`src/rtl/fd_pipe_pkg.sv`:
```
// fd_pipe_pkg: shared bubble constant and entry layout for the fetch/decode buffer.
package fd_pipe_pkg;
   localparam logic [31:0] FD_NOP_INSTR = 32'h00000013;
   typedef struct packed {
      logic [31:0] pc;
      logic [31:0] instruction;
   } fd_entry_t;
endpackage

```
`src/rtl/fetch_decode_skid_buffer.sv`:
```
// fetch_decode_skid_buffer: circular FIFO between fetch and decode with flush and stall counting.
module fetch_decode_skid_buffer
   import fd_pipe_pkg::*;
#(
   parameter int XLEN = 32,
   parameter int ILEN = 32,
   parameter int DEPTH = 2,
   parameter logic [ILEN-1:0] NOP_INSTR = ILEN'(FD_NOP_INSTR)
) (
   input  logic                       clk,
   input  logic                       rst,
   input  logic                       in_valid,
   output logic                       in_ready,
   input  logic [XLEN-1:0]            pc_in,
   input  logic [ILEN-1:0]            instruction_in,
   input  logic                       flush,
   output logic                       out_valid,
   input  logic                       out_ready,
   output logic [XLEN-1:0]            pc_out,
   output logic [ILEN-1:0]            instruction_out,
   output logic [$clog2(DEPTH+1)-1:0] occupancy,
   output logic [31:0]                stall_cycles
);
   localparam int PW = DEPTH > 1 ? $clog2(DEPTH) : 1;
   localparam int CW = $clog2(DEPTH+1);
   typedef struct packed {
      logic [XLEN-1:0] pc;
      logic [ILEN-1:0] instruction;
   } entry_t;
   entry_t mem [DEPTH];
   logic [PW-1:0] wr_ptr, rd_ptr;
   logic [CW-1:0] count;
   logic [31:0] stall_cnt;
   logic push, pop;
   function automatic logic [PW-1:0] nxt(input logic [PW-1:0] p);
      return p == PW'(DEPTH-1) ? '0 : p + 1'b1;
   endfunction
   // Handshake flags depend only on registered count, so out_ready never reaches in_ready.
   assign in_ready        = count < CW'(DEPTH);
   assign out_valid       = count != '0;
   assign push            = in_valid & in_ready & ~flush;
   assign pop             = out_valid & out_ready & ~flush;
   assign occupancy       = count;
   assign stall_cycles    = stall_cnt;
   assign pc_out          = out_valid ? mem[rd_ptr].pc : '0;
   assign instruction_out = out_valid ? mem[rd_ptr].instruction : NOP_INSTR;
   always_ff @(posedge clk)
      if (push) mem[wr_ptr] <= '{pc: pc_in, instruction: instruction_in};
   always_ff @(posedge clk) begin
      if (!rst || flush) begin
         wr_ptr <= '0;
         rd_ptr <= '0;
         count  <= '0;
      end else begin
         if (push) wr_ptr <= nxt(wr_ptr);
         if (pop) rd_ptr <= nxt(rd_ptr);
         count <= count + CW'(push) - CW'(pop);
      end
   end
   always_ff @(posedge clk) begin
      if (!rst) stall_cnt <= '0;
      else if (out_valid && !out_ready && !flush && stall_cnt != '1) stall_cnt <= stall_cnt + 1'b1;
   end
endmodule

```
`config.mk`:
```
export PLATFORM = sky130hd
export DESIGN_NAME = fetch_decode_skid_buffer
export DESIGN_NICKNAME = d
export VERILOG_FILES = /design/src/rtl/fd_pipe_pkg.sv /design/src/rtl/fetch_decode_skid_buffer.sv
export SDC_FILE = /design/constraint.sdc
export NUM_CORES = 1
export LEC_CHECK = 0
export ABC_CLOCK_PERIOD_IN_PS = 9100
export CAP_MARGIN = 40
export CORE_AREA = 2 2 121 123
export DETAILED_ROUTE_END_ITERATION = 8
export DIE_AREA = 0 0 123 125
export PLACE_DENSITY = 0.83
export SLEW_MARGIN = 25
export SYNTH_ARGS = -nofsm -noshare
export SYNTH_HDL_FRONTEND = slang
export SYNTH_SLANG_ARGS = --single-unit
```
`constraint.sdc`:
```
create_clock -name clk -period 9.1 [get_ports clk]
set_input_delay 1.82 -clock clk [delete_from_list [all_inputs] [get_ports clk]]
set_output_delay 1.82 -clock clk [all_outputs]
set_load 0.01 [all_outputs]
```
==> summary.txt, run 1 <==
Logic synthesis
  • Sequential fraction of the synthesis area: 68.3%
  • XOR/XNOR Fraction of Synth Area: 0.392%
  • Multiplexer share of the synthesized area: 10.4%
  • Area share of the largest cell type after synthesis: 57.3%
  • Synthesized Nets: 576
  • Main synth FF type: edfxtp_1
  • Leading area contributor after synthesis: edfxtp_1
  • Asr flop ratio synth: 0%
  • Compound-Gate Fraction of Synth Area: 5.03%
  • Yosys Warn Count: 0
  • Synthesized flop and latch total: 165
  • Mapped Cells: 505
  • Library cells used by synthesis: 38
  • Post-synth EDFFs: 128
  • Synth top cells by count: edfxtp_1 (128), mux2i_1 (70), nor2_1 (68), dfxtp_1 (37), a21oi_1 (27)
  • Mapped Avg Cell Area: 13.3 um^2
  • Adder-cell share of the synthesized area: 0.373%
  • Largest family of logic cells by synthesized area: simple AND/OR/NAND/NOR gates
  • Post-Synth Simple-Gate Area: 13.4%
  • Most frequent cell after synthesis: edfxtp_1
  • Synth area leaders: edfxtp_1 (57%), dfxtp_1 (11%), mux2i_1 (10%), nor2_1 (3.8%), a21oi_1 (2.0%)
  • Syn Std Cell Area: 6710 um^2

Global routing
  • Grt peak-use layer: met2
  • Met1 Use GR: 24.6%
  • Initial antenna violation count: 0
  • Vias in the first global route: 4623
  • Grt met2 use: 31.9%
  • Overflow after GRT: 0
  • Largest net degree at the start of global routing: 65
  • Met3 Usage GRT: 5.98%
  • Overall Global Routing Usage: 19.6%
  • First-pass GRT wire length: 23200 um

Job
  • Max-cap viol count: 0

Clock tree
  • TritonCTS clock tree: built
  • CTS H-tree depth: 4
  • Clk slew on worst S/H paths: 0.06 ns
  • Setup bufs post-CTS: 0
  • Clock buffer depth: 2
  • Clk sinks: 165
  • Post-CTS Hold Buffers: 0
  • Worst skew pair latency: 0.42 ns
  • Cts bufs inserted: 17
  • Root Buffer: clkbuf_16
  • CTS resizes: 0

Finish
  • Area grow syn2layout: 38.4%
  • Fraction of layout cells with a size suffix above 1: 6.95%
  • Final core occ: 65.4%
  • Final net count: 749
  • # diodes: 0
  • Post-Layout Cell Count: 875

Routing
  • Drt first pass iters: 4
  • Vias post-DR: 4686
  • DR iter-0 viols: 348
  • Detailed Route WL: 14900 um
  • Post-DR vias/cell: 5.36
  • Antenna-violating nets left: 0
  • DRC Markers: 0
  • Post-detailed-route wirelength per cell: 17.0 um

Floorplan
  • Total die area: 15400 um^2
  • Io pins: 169
  • Core area: 14200 um^2
  • Chip Width: 123 um
  • Starting density of the core: 47.2%
  • Cell Rows: 44
  • Chip Height: 125 um

Worst hold path
  • Hold_sp: stall_cycles[4]$_SDFFE_PN0P_
  • Hold Path Depth: 2
  • Hold crit path type: reg -> reg
  • Hold Path Sink: stall_cycles[4]$_SDFFE_PN0P_

Place
  • # placed instances: 839
  • GPL Wtd Cong: 0.841
  • DP HPWL: 9860 um
  • Count of input and output buffers: 168

STA
  • Final Hold Violating Endpoints: 0
  • Worst Clk Skew: 0.0113 ns
  • Worst-margin pin slew: 0.765 ns
  • Max_slew headroom: 48.5%
  • Tcrit/Tclk final: 47.1%
  • Fin. max-slew vios: 0
  • Final setup vio count: 0
  • RSZ-0062 raised after global routing: no
  • Post-Route Setup TNS: 0 ns
  • F_max: 233 MHz
  • Final period demand of the worst path: 4.29 ns

Critical path
  • CP arrival: 2.47 ns
  • Worst Setup SP: occupancy[1]$_SDFF_PP0_
  • FF-to-FF End: stall_cycles[7]$_SDFFE_PN0P_
  • Worst setup EP type: primary output
  • Max FO, Critical Path: 62
  • Crit path launch type: register
  • CP Class: reg -> out
  • Worst path required time: 7.28 ns
  • Worst r2r path cells: 6
  • R2r setup slk: 6.56 ns
  • Reg-to-reg startpoint: stall_cycles[7]$_SDFFE_PN0P_

Power and ir drop
  • Worst VDD drop: 0.000120 V
  • Static leakage: 2.93 nW
  • Pwr dens: 180 nW/um^2

Outcome
  • Status: finished, final reports clean
[cells by family (layout without fill, tap and decap cells)]
family	after synthesis	in the layout
adder cells (fa/ha/maj)	2	2
XOR/XNOR	3	3
AO/OA/AOI/OAI	58	58
multiplexers	70	70
buffers and inverters	32	218
AND/OR/NAND/NOR	175	175
flip-flops	165	165
[state kept, by name, summed over array words and instances (netlist names), named ones only]
name	cells
wr_ptr	1
rd_ptr	1
mem	128
stall_cycles	32
occupancy	2
[worst max path at each step]
stage / to / slack, ns
detailed placement: stall_cycles[29]$_SDFFE_PN0P_ / 4.82
floorplan: mem[0][0]$_DFFE_PP_ / 1.76
CTS: instruction_out[4] / 4.72
global route: instruction_out[1] / 4.62
global placement: stall_cycles[23]$_SDFFE_PN0P_ / 4.89
finish: instruction_out[4] / 4.81
[report_power, final]
group,switching [mW],internal [mW]
Combinational,0.0436,0.0527
Sequential,0.00491,0.832
Clock,0.280,0.458
[per-stage QoR]
| stage | power (mW) | area (um^2) | worst slack, ns | hold slack (ns) |
|---|---|---|---|---|
| floorplan | 0.888 | 6710 | 1.76 | 0.472 |
| global placement | 0.943 | 8580 | 4.89 | 0.470 |
| detailed placement | 0.947 | 8600 | 4.82 | 0.481 |
| CTS | 1.68 | 9220 | 4.72 | 0.492 |
| global route | 1.72 | 9290 | 4.62 | 0.513 |
| finish | 1.67 | 9290 | 4.81 | 0.495 |
[cell usage in the layout, fill, tap and decap left out, types with 2 or more instances in the layout]
cell	instances
and2_1	3
clkdlybuf4s50_1	168
nand3_1	10
clkinv_1	2
o31ai_1	15
or4_1	15
nand4_1	9
nor2_1	68
nand2b_1	6
inv_1	8
buf_16	2
and4_1	3
a21oi_1	27
edfxtp_1	128
inv_6	2
buf_4	5
clkbuf_1	2
clkinv_2	2
bufinv_16	4
mux2i_1	70
nand2_1	25
o21ai_0	13
ha_1	2
nor3_1	7
xor2_1	2
clkbuf_16	17
nor2b_1	2
clkinvlp_4	2
nand4b_1	2
and3_1	4
or3_1	10
dfxtp_1	36
o211ai_1	2
[metal layers]
metal,share of wire (%),vias up
met4,1.3,0
met1,41,2243
met5,0,-
met3,8.0,17
li1,-,2250
met2,49,176
[cell type report]
class | count | area (um^2)
clock buffers | 19 | 433
clock inverters | 13 | 179
fillers | 1048 | 4920
inverters | 8 | 30.0
multi-input cells | 308 | 2010
flip-flops and latches | 165 | 4590
well taps | 184 | 230
repair buffers | 178 | 1820
[worst max-delay path, stage by stage, from the launching register on]
cell and delay (ns):
dfxtp_1 0.42, nor2_4 0.16, buf_4 0.51, inv_1 0.26, nand2_1 0.12, clkdlybuf4s50_1 0.57
(Power assumes the default switching activity.)
==> run 2, diff against run 1 <==
ABC_CLOCK_PERIOD_IN_PS = 3500   (was 9100)
CORE_AREA = 2 2 127 129   (was 2 2 121 123)
DIE_AREA = 0 0 129 131   (was 0 0 123 125)
PLACE_DENSITY = 0.8   (was 0.83)
clock period = 3.5 ns   (was 9.1 ns; I/O delays follow)
==> summary.txt, run 2 (synthesis results as in run 1) <==
Outcome
  • Status: finished, final reports clean

Power and ir drop
  • Pwr dens: 450 nW/um^2 (+150%)
  • Static leakage: 2.92 nW (-0.21%)
  • Worst VDD drop: 0.000313 V (+160%)

Clock tree
  • Cts bufs inserted: 17 (unchanged)
  • TritonCTS clock tree: built
  • Worst skew pair latency: 0.42 ns (about the same)
  • Post-CTS Hold Buffers: 0 (unchanged)
  • Setup bufs post-CTS: 0 (unchanged)
  • Clock buffer depth: 2 (unchanged)
  • CTS resizes: 0 (unchanged)
  • Root Buffer: clkbuf_16
  • Clk sinks: 165 (unchanged)
  • Clk slew on worst S/H paths: 0.07 ns (about the same)
  • CTS H-tree depth: 4 (unchanged)

Finish
  • Fraction of layout cells with a size suffix above 1: 7.65% (+0.70 points)
  • Largest reg by FF count: mem
  • Commonest non-fill, non-tap cell in the layout: clkdlybuf4s50_1
  • Most frequent cells in the layout: clkdlybuf4s50_1 (168), edfxtp_1 (128), mux2i_1 (70)
  • Max reg flops: 128 (unchanged)
  • Final net count: 752 (+0.40%)
  • Fin area: 9310 um^2 (+0.24%)
  • Area grow syn2layout: 38.7%
  • # diodes: 0 (unchanged)

Place
  • DP HPWL: 10200 um (+3.8%)
  • GPL Wtd Cong: 0.841 (about the same)
  • Placed cell areas: 8710 um^2 (+1.2%)
  • Count of input and output buffers: 168 (unchanged)

Floorplan
  • Starting density of the core: 43.0% (-4.2 points)
  • Io pins: 169 (unchanged)
  • Chip Height: 131 um (+4.8%)
  • Total die area: 16900 um^2 (+9.9%)
  • Chip Width: 129 um (+4.9%)
  • Core area: 15600 um^2 (+9.8%)
  • Cell Rows: 46 (+4.5%)

Routing
  • Post-DR vias/cell: 5.27 (-1.6%)
  • Drt first pass iters: 4 (unchanged)
  • Detailed Route WL: 15400 um (+3.6%)
  • DR iter-0 viols: 273 (-22%)
  • Post-detailed-route wirelength per cell: 17.0 um (-0.24%)
  • DRC Markers: 0 (unchanged)
  • Vias post-DR: 4789 (+2.2%)
  • Antenna-violating nets left: 0 (unchanged)

Global routing
  • Initial antenna violation count: 0 (unchanged)
  • Largest net degree at the start of global routing: 65 (unchanged)
  • First-pass GRT wire length: 23600 um (+1.9%)
  • Overflow after GRT: 0 (unchanged)
  • Vias in the first global route: 4744 (+2.6%)
  • Overall Global Routing Usage: 18.3% (-1.3 points)

STA
  • Final period demand of the worst path: 2.95 ns
  • WHS: 0.495 ns (+0.000787 ns)
  • RSZ-0062 raised after global routing: no
  • Final setup vio count: 0 (unchanged)
  • Tcrit/Tclk final: 84.4%
  • Final Hold Violating Endpoints: 0 (unchanged)
  • Worst Clk Skew: 0.00868 ns (-0.00258 ns)
  • F_max: 339 MHz
  • Fin. max-slew vios: 0 (unchanged)
  • Worst-margin pin slew: 0.690 ns (-0.0755 ns)
  • Post-Route Setup TNS: 0 ns (unchanged)
  • Max_slew headroom: 53.6% (+5.1 points)

Critical path
  • Cell Chain, Critical Path: buf_4 > mux2i_1 > nor2_1 > clkdlybuf4s50_1
  • Worst path required time: 2.80 ns (-4.48 ns)
  • Crit-path slowest cell: dfxtp_4
  • Worst setup EP type: primary output
  • Max FO, Critical Path: 29 (-53%)
  • CP Class: reg -> out
  • Reg-to-reg startpoint: stall_cycles[7]$_SDFFE_PN0P_
  • CP arrival: 2.25 ns (-0.22 ns)
  • Crit path launch type: register
  • Largest stage delay, worst path: 0.68 ns (+0.11 ns)

Worst hold path
  • Hold crit path type: reg -> reg
  • Hold_sp: stall_cycles[4]$_SDFFE_PN0P_

Job
  • Max-cap viol count: 0 (unchanged)
[run 2: changes by cell type in the layout (fill, tap and decap cells not counted)]
cell	delta
buf_4	+1
clkinv_1	-2
buf_12	+4
inv_6	+2
inv_8	+1
nor3b_4	+1
buf_16	-2
clkinvlp_4	+1
clkinv_4	+1
nor3b_2	-1
clkbuf_1	-1
bufinv_16	-3
[run 2: cell type report]
cell class                 instances  area, um^2
clock buffer                      18         429
fill                            1196        6290
tap                              216         270
multi-input combinational        308        2010
sequential                       165        4590
clock inverter                    13         126
timing repair buffer             181        1850
inverter                           8        30.0
[run 2: through the flow]
stage               util, %  power, mW  worst slack, ns  std cells
global placement       55.8       2.46            0.400        875
floorplan                 -       2.30            0.433        505
CTS                    59.4       4.22            0.349        906
detailed placement     55.8       2.47            0.332        875
global route           59.7       4.33            0.421        909
finish                 59.7       4.19            0.548        909
[run 2: metal layers]
layer | part of all wire [%] | global-route usage, %
met1 | 42 | 21.9
met2 | 51 | 31.5
met3 | 6.3 | 4.97
met4 | 1.4 | 7.03
met5 | 0 | 0
[run 2: worst max-delay path, delay by kind of cell, from the launching register on]
family / cells / cell delay, ns
buffers and inverters: 2 / 0.89
flip-flops: 1 / 0.68
AND/OR/NAND/NOR: 1 / 0.13
multiplexers: 1 / 0.10
[run 2: where the power goes]
part	internal (mW)	leakage (nW)	switching, mW
combinational	0.141	1.18	0.114
clock	0.987	0.265	0.770
sequential	2.16	1.47	0.0151
total	3.29	2.92	0.899
[run 2: worst paths after layout]
path                                   endpoint  slack [ns]  cells past startpoint
setup / recovery            instruction_out[16]        0.55                      4
hold / removal     stall_cycles[4]$_SDFFE_PN0P_        0.50                      2
setup reg to reg  stall_cycles[31]$_SDFFE_PN0P_        1.03                      5
hold reg to reg    stall_cycles[4]$_SDFFE_PN0P_        0.50                      2
==> run 3, diff against run 2 <==
ABC_CLOCK_PERIOD_IN_PS = 3100   (was 3500)
CORE_AREA = 2 2 121 123   (was 2 2 127 129)
DIE_AREA = 0 0 123 125   (was 0 0 129 131)
PLACE_DENSITY = 0.83   (was 0.8)
clock period = 3.1 ns   (was 3.5 ns; I/O delays follow)
==> summary.txt, run 3 (synthesis results as in run 1) <==
Finish
  • Fin area: 9290 um^2 (-0.20%)
  • Commonest non-fill, non-tap cell in the layout: clkdlybuf4s50_1
  • # diodes: 0 (unchanged)
  • Final net count: 756 (+0.53%)
  • Area grow syn2layout: 38.4%
  • Final core occ: 65.4% (+5.7 points)
  • Largest reg by FF count: mem
  • # fillers: 1026 (-14%)
  • Max reg flops: 128 (unchanged)
  • Most frequent cells in the layout: clkdlybuf4s50_1 (168), edfxtp_1 (128), mux2i_1 (70)
  • Fraction of layout cells with a size suffix above 1: 7.89% (+0.24 points)

Clock tree
  • Clock buffer depth: 2 (unchanged)
  • TritonCTS clock tree: built
  • CTS resizes: 0 (unchanged)
  • Clk sinks: 165 (unchanged)
  • Post-CTS Hold Buffers: 0 (unchanged)
  • Setup bufs post-CTS: 0 (unchanged)
  • Cts bufs inserted: 17 (unchanged)
  • CTS H-tree depth: 4 (unchanged)
  • Root Buffer: clkbuf_16
  • Clk slew on worst S/H paths: 0.06 ns (about the same)
  • Worst skew pair latency: 0.42 ns (about the same)

STA
  • Worst Clk Skew: 0.00941 ns (+0.000728 ns)
  • Post-Route Setup TNS: 0 ns (unchanged)
  • Final period demand of the worst path: 2.80 ns
  • RSZ-0062 raised after global routing: no
  • Tcrit/Tclk final: 90.2%
  • Final Hold Violating Endpoints: 0 (unchanged)
  • Final setup vio count: 0 (unchanged)
  • Worst-margin pin slew: 0.645 ns (-0.0449 ns)
  • WHS: 0.502 ns (+0.00689 ns)
  • F_max: 358 MHz
  • Max_slew headroom: 56.7% (+3.0 points)
  • Fin. max-slew vios: 0 (unchanged)

Floorplan
  • Cell Rows: 44 (-4.3%)
  • Chip Height: 125 um (-4.6%)
  • Starting density of the core: 47.2% (+4.2 points)
  • Chip Width: 123 um (-4.7%)
  • Total die area: 15400 um^2 (-9.0%)
  • Io pins: 169 (unchanged)
  • Core area: 14200 um^2 (-8.9%)

Routing
  • DR iter-0 viols: 333 (+22%)
  • Antenna-violating nets left: 0 (unchanged)
  • Drt first pass iters: 5 (+1)
  • Post-DR vias/cell: 5.40 (+2.6%)
  • Vias post-DR: 4761 (-0.58%)
  • Post-detailed-route wirelength per cell: 17.2 um (+1.6%)
  • DRC Markers: 0 (unchanged)
  • Detailed Route WL: 15200 um (-1.5%)

Global routing
  • Overflow after GRT: 0 (unchanged)
  • Overall Global Routing Usage: 20.0% (+1.8 points)
  • Largest net degree at the start of global routing: 54 (-17%)
  • First-pass GRT wire length: 23700 um (+0.29%)
  • Vias in the first global route: 4750 (+0.13%)
  • Initial antenna violation count: 0 (unchanged)

Worst hold path
  • Hold Path Depth: 2 (unchanged)
  • Hold crit path type: reg -> reg
  • Hold Path Sink: stall_cycles[4]$_SDFFE_PN0P_
  • Hold_sp: stall_cycles[4]$_SDFFE_PN0P_

Critical path
  • Largest stage delay, worst path: 0.62 ns (-0.06 ns)
  • CP Class: reg -> out
  • Crit path launch type: register
  • Cell Chain, Critical Path: buf_12 > mux2i_1 > nor2_1 > clkdlybuf4s50_1
  • Worst setup EP type: primary output
  • FF-to-FF End: stall_cycles[29]$_SDFFE_PN0P_
  • CP arrival: 2.18 ns (-0.07 ns)
  • Reg-to-reg startpoint: occupancy[1]$_SDFF_PP0_
  • Max FO, Critical Path: 29 (unchanged)
  • Worst r2r path cells: 5 (unchanged)
  • R2r setup slk: 0.63 ns (-0.40 ns)
  • Worst path required time: 2.48 ns (-0.32 ns)
  • Crit-path slowest cell: dfxtp_4

Power and ir drop
  • Pwr dens: 510 nW/um^2 (+13%)
  • Static leakage: 2.94 nW (+0.50%)
  • Worst VDD drop: 0.000289 V (-7.6%)

Job
  • Max-cap viol count: 0 (unchanged)

Place
  • GPL Wtd Cong: 0.812 (-3.4%)
  • Count of input and output buffers: 168 (unchanged)
  • DP HPWL: 10300 um (+0.41%)
  • Placed cell areas: 8710 um^2 (about the same)

Outcome
  • Status: finished, final reports clean
run 3: cell types whose count changed in the layout (fill, tap and decap cells not counted), sizes merged:
cell	before	now
inv	13	10
clkbuf	19	18
buf	12	17
clkinv	4	6
bufinv	1	2
run 3: final cells by class:
class	count	area, um^2	area share [%]
flip-flops and latches	165	4590	49.4
clock inverters	13	133	1.43
inverters	8	30.0	0.323
multi-input cells	308	2010	21.7
clock buffers	18	429	4.62
well taps	184	230	2.48
repair buffers	185	1860	20.1
run 3: how the worst max path moves through the flow:
stage,depth (start not counted),slack (ns),to,start
finish,4,0.30,pc_out[3],register
global route,4,0.20,pc_out[2],register
CTS,4,0.27,pc_out[2],register
detailed placement,5,0.18,stall_cycles[29]$_SDFFE_PN0P_,out_ready
global placement,5,0.25,stall_cycles[29]$_SDFFE_PN0P_,out_ready
floorplan,2,0.11,mem[0][0]$_DFFE_PP_,in_valid
run 3: per-stage QoR:
step	std cells	setup slack [ns]	total power, mW
after global placement	848	0.249	2.78
after CTS	879	0.267	4.77
final	881	0.304	4.73
after detailed placement	848	0.183	2.79
after floorplan	505	0.113	2.60
after global routing	881	0.200	4.90
run 3: power breakdown:
group | internal [mW] | leakage [nW] | total (mW) | switching, mW
clock network | 1.18 | 0.268 | 1.99 | 0.814
registers | 2.44 | 1.47 | 2.46 | 0.0160
logic | 0.160 | 1.19 | 0.288 | 0.128
run 3: critical path: cells and delay by family (launching register included):
family | cells | cell delay, ns
buffers and inverters | 2 | 0.76
AND/OR/NAND/NOR | 1 | 0.06
multiplexers | 1 | 0.29
flip-flops | 1 | 0.62
run 3: metal layers:
metal  wire length (um)  track usage (%)  part of all wire (%)
met4                357             8.42                   2.4
met2               7500             33.0                    49
met5                  0                0                     0
met3               1100             5.98                   7.2
met1               6220             24.4                    41
==> RTL change: new RTL, config.mk and constraints of run 1 <==
Change the parameter `ILEN` from 32 to 16.
--- a/src/rtl/fetch_decode_skid_buffer.sv
+++ b/src/rtl/fetch_decode_skid_buffer.sv
@@ -5,3 +5,3 @@
    parameter int XLEN = 32,
-   parameter int ILEN = 32,
+   parameter int ILEN = 16,
    parameter int DEPTH = 2,
Ports: changed (resized instruction_in and instruction_out); port bits go from 169 to 137. No check against the original RTL was run, so the function may have changed too.
==> RTL change against run 1 <==
Sequential cell count down 32; via count fell by 14%; design area down 17%; total power is 14% lower; worst setup slack got worse by 0.13 ns; wire length fell by 15%; register-to-register slack worse by 0.08 ns; synthesized area decreased by 18%; synthesized cell count decreased by 13%.
==> RTL change: results (changes against run 1) <==
[synthesis]
syn_inst=438  ; was 505
ys_seq_area_frac=0.658  ; was 0.683
synth_xor_area_frac=0.00954  ; was 0.00392
synthTopCellsByCount=edfxtp_1 (96), nor2_1 (59), mux2i_1 (57)  ; was edfxtp_1 (128), mux2i_1 (70), nor2_1 (68)
synth_edf_count=96  ; was 128
synth_fa_ha_area_frac=0.00454  ; was 0.00373
synthArstFlopShare=0  ; unchanged
synth_compound_area_frac=0.0511  ; was 0.0503
syn_nets=493  ; was 576
synth.area.top_cells=edfxtp_1 (52%), dfxtp_1 (13%), mux2i_1 (10%)  ; was edfxtp_1 (57%), dfxtp_1 (11%), mux2i_1 (10%)
synthMuxAreaShare=0.104  ; about the same

[min_path]
holdCritStartpoint=stall_cycles[23]  ; was stall_cycles[4]
hold_end=stall_cycles[23]  ; was stall_cycles[4]

[critical_path]
slowest_delay_ns=0.65  ; was 0.57 ns
reg2regPathDepth=7  ; was 6
rrSetupSlack_ns=6.48  ; was 6.56 ns
slowest_stage=nor2_4  ; was clkdlybuf4s50_1
r2r-end=stall_cycles[12]  ; was stall_cycles[7]
cp.arrival_ns=2.60  ; was 2.47 ns
cp_max_fo=35  ; was 62

[timing]
finalCritPeriodShare=0.486  ; was 0.471
clock_skew_ns=0.00556  ; was 0.0113 ns
setup_viol=0  ; unchanged
hold_slack_ns=0.493  ; was 0.495 ns
tightest_slew_ns=0.790  ; was 0.765 ns

[placement]
placed_area_um2=7070  ; was 8600 um2
place_inst=743  ; was 839
place_hpwl_um=8590  ; was 9860 um
io_buffers=136  ; was 168
gp_congestion=0.862  ; was 0.841
place_ws_ns=5.00  ; was 4.82 ns

[final_layout]
drive_gt1_frac=0.0711  ; was 0.0695
regMostFlops=mem  ; unchanged
stdcell_area_um2=7690  ; was 9290 um2
stdcell_count=775  ; was 875
largest_reg_flops=96  ; was 128
fillCellCount=1161  ; was 1048
nNetsFinal=634  ; was 749

[route]
via_per_inst=5.21  ; was 5.36
drt-pass1-iter-count=5  ; was 4
wl_per_cell_um=16.4  ; was 17.0 um
drt_iter0_drc=251  ; was 348

[pwr]
p_leak_uw=0.00240  ; was 0.00293 uW
seq_power_share=0.464  ; was 0.501
swShare=0.196  ; was 0.197
intPower_uw=1160  ; was 1340 uW
ir_worst_vdd_mv=0.109  ; was 0.120 mV
pg_clk_uw=700  ; was 738 uW

[global_routing]
grt_max_degree=49  ; was 65
grt_pass1_wl_um=20100  ; was 23200 um
grt_pass1_vias=4107  ; was 4623
grtUsageTotal=0.170  ; was 0.196

[status]
status=finished, final reports clean  ; unchanged

[cts]
h-tree-depth=4  ; unchanged
clkSlewWorstSetupHoldPaths_ns=0.06  ; about the same
cts_buffers=17  ; unchanged
cts-root-buf=clkbuf_16  ; unchanged
cts_setup_buffers=0  ; unchanged

-- RTL change: layout make-up --
cell class / instances / area share
clock inverters: 13 / 0.0239
repair buffers: 141 / 0.182
flip-flops and latches: 133 / 0.471
inverters: 7 / 0.00342
well taps: 184 / 0.0299
multi-input cells: 279 / 0.234
clock buffers: 18 / 0.0558
-- RTL change: worst max-delay path: cells and delay by family (launching register included) --
family	cells	cell delay (ns)
simple gates	2	0.74
buf+inv	3	1.05
flops	1	0.38
-- RTL change: routing by layer --
layer / share of wire / up-vias / global-route usage
li1: - / 1916 / -
met1: 0.42 / 1932 / 0.201
met2: 0.49 / 160 / 0.282
met3: 0.067 / 30 / 0.0493
met4: 0.026 / 0 / 0.0809
met5: 0 / - / 0
-- RTL change: cell families (layout without fill, tap and decap cells) --
family,Yosys count,in the layout
AOI/OAI and AO/OA,47,47
muxes,57,57
xor gates and xnor gates,6,6
DFF,133,133
buffers and inverters,26,179
adders and majority gates,2,2
and+or+nand+nor,167,167
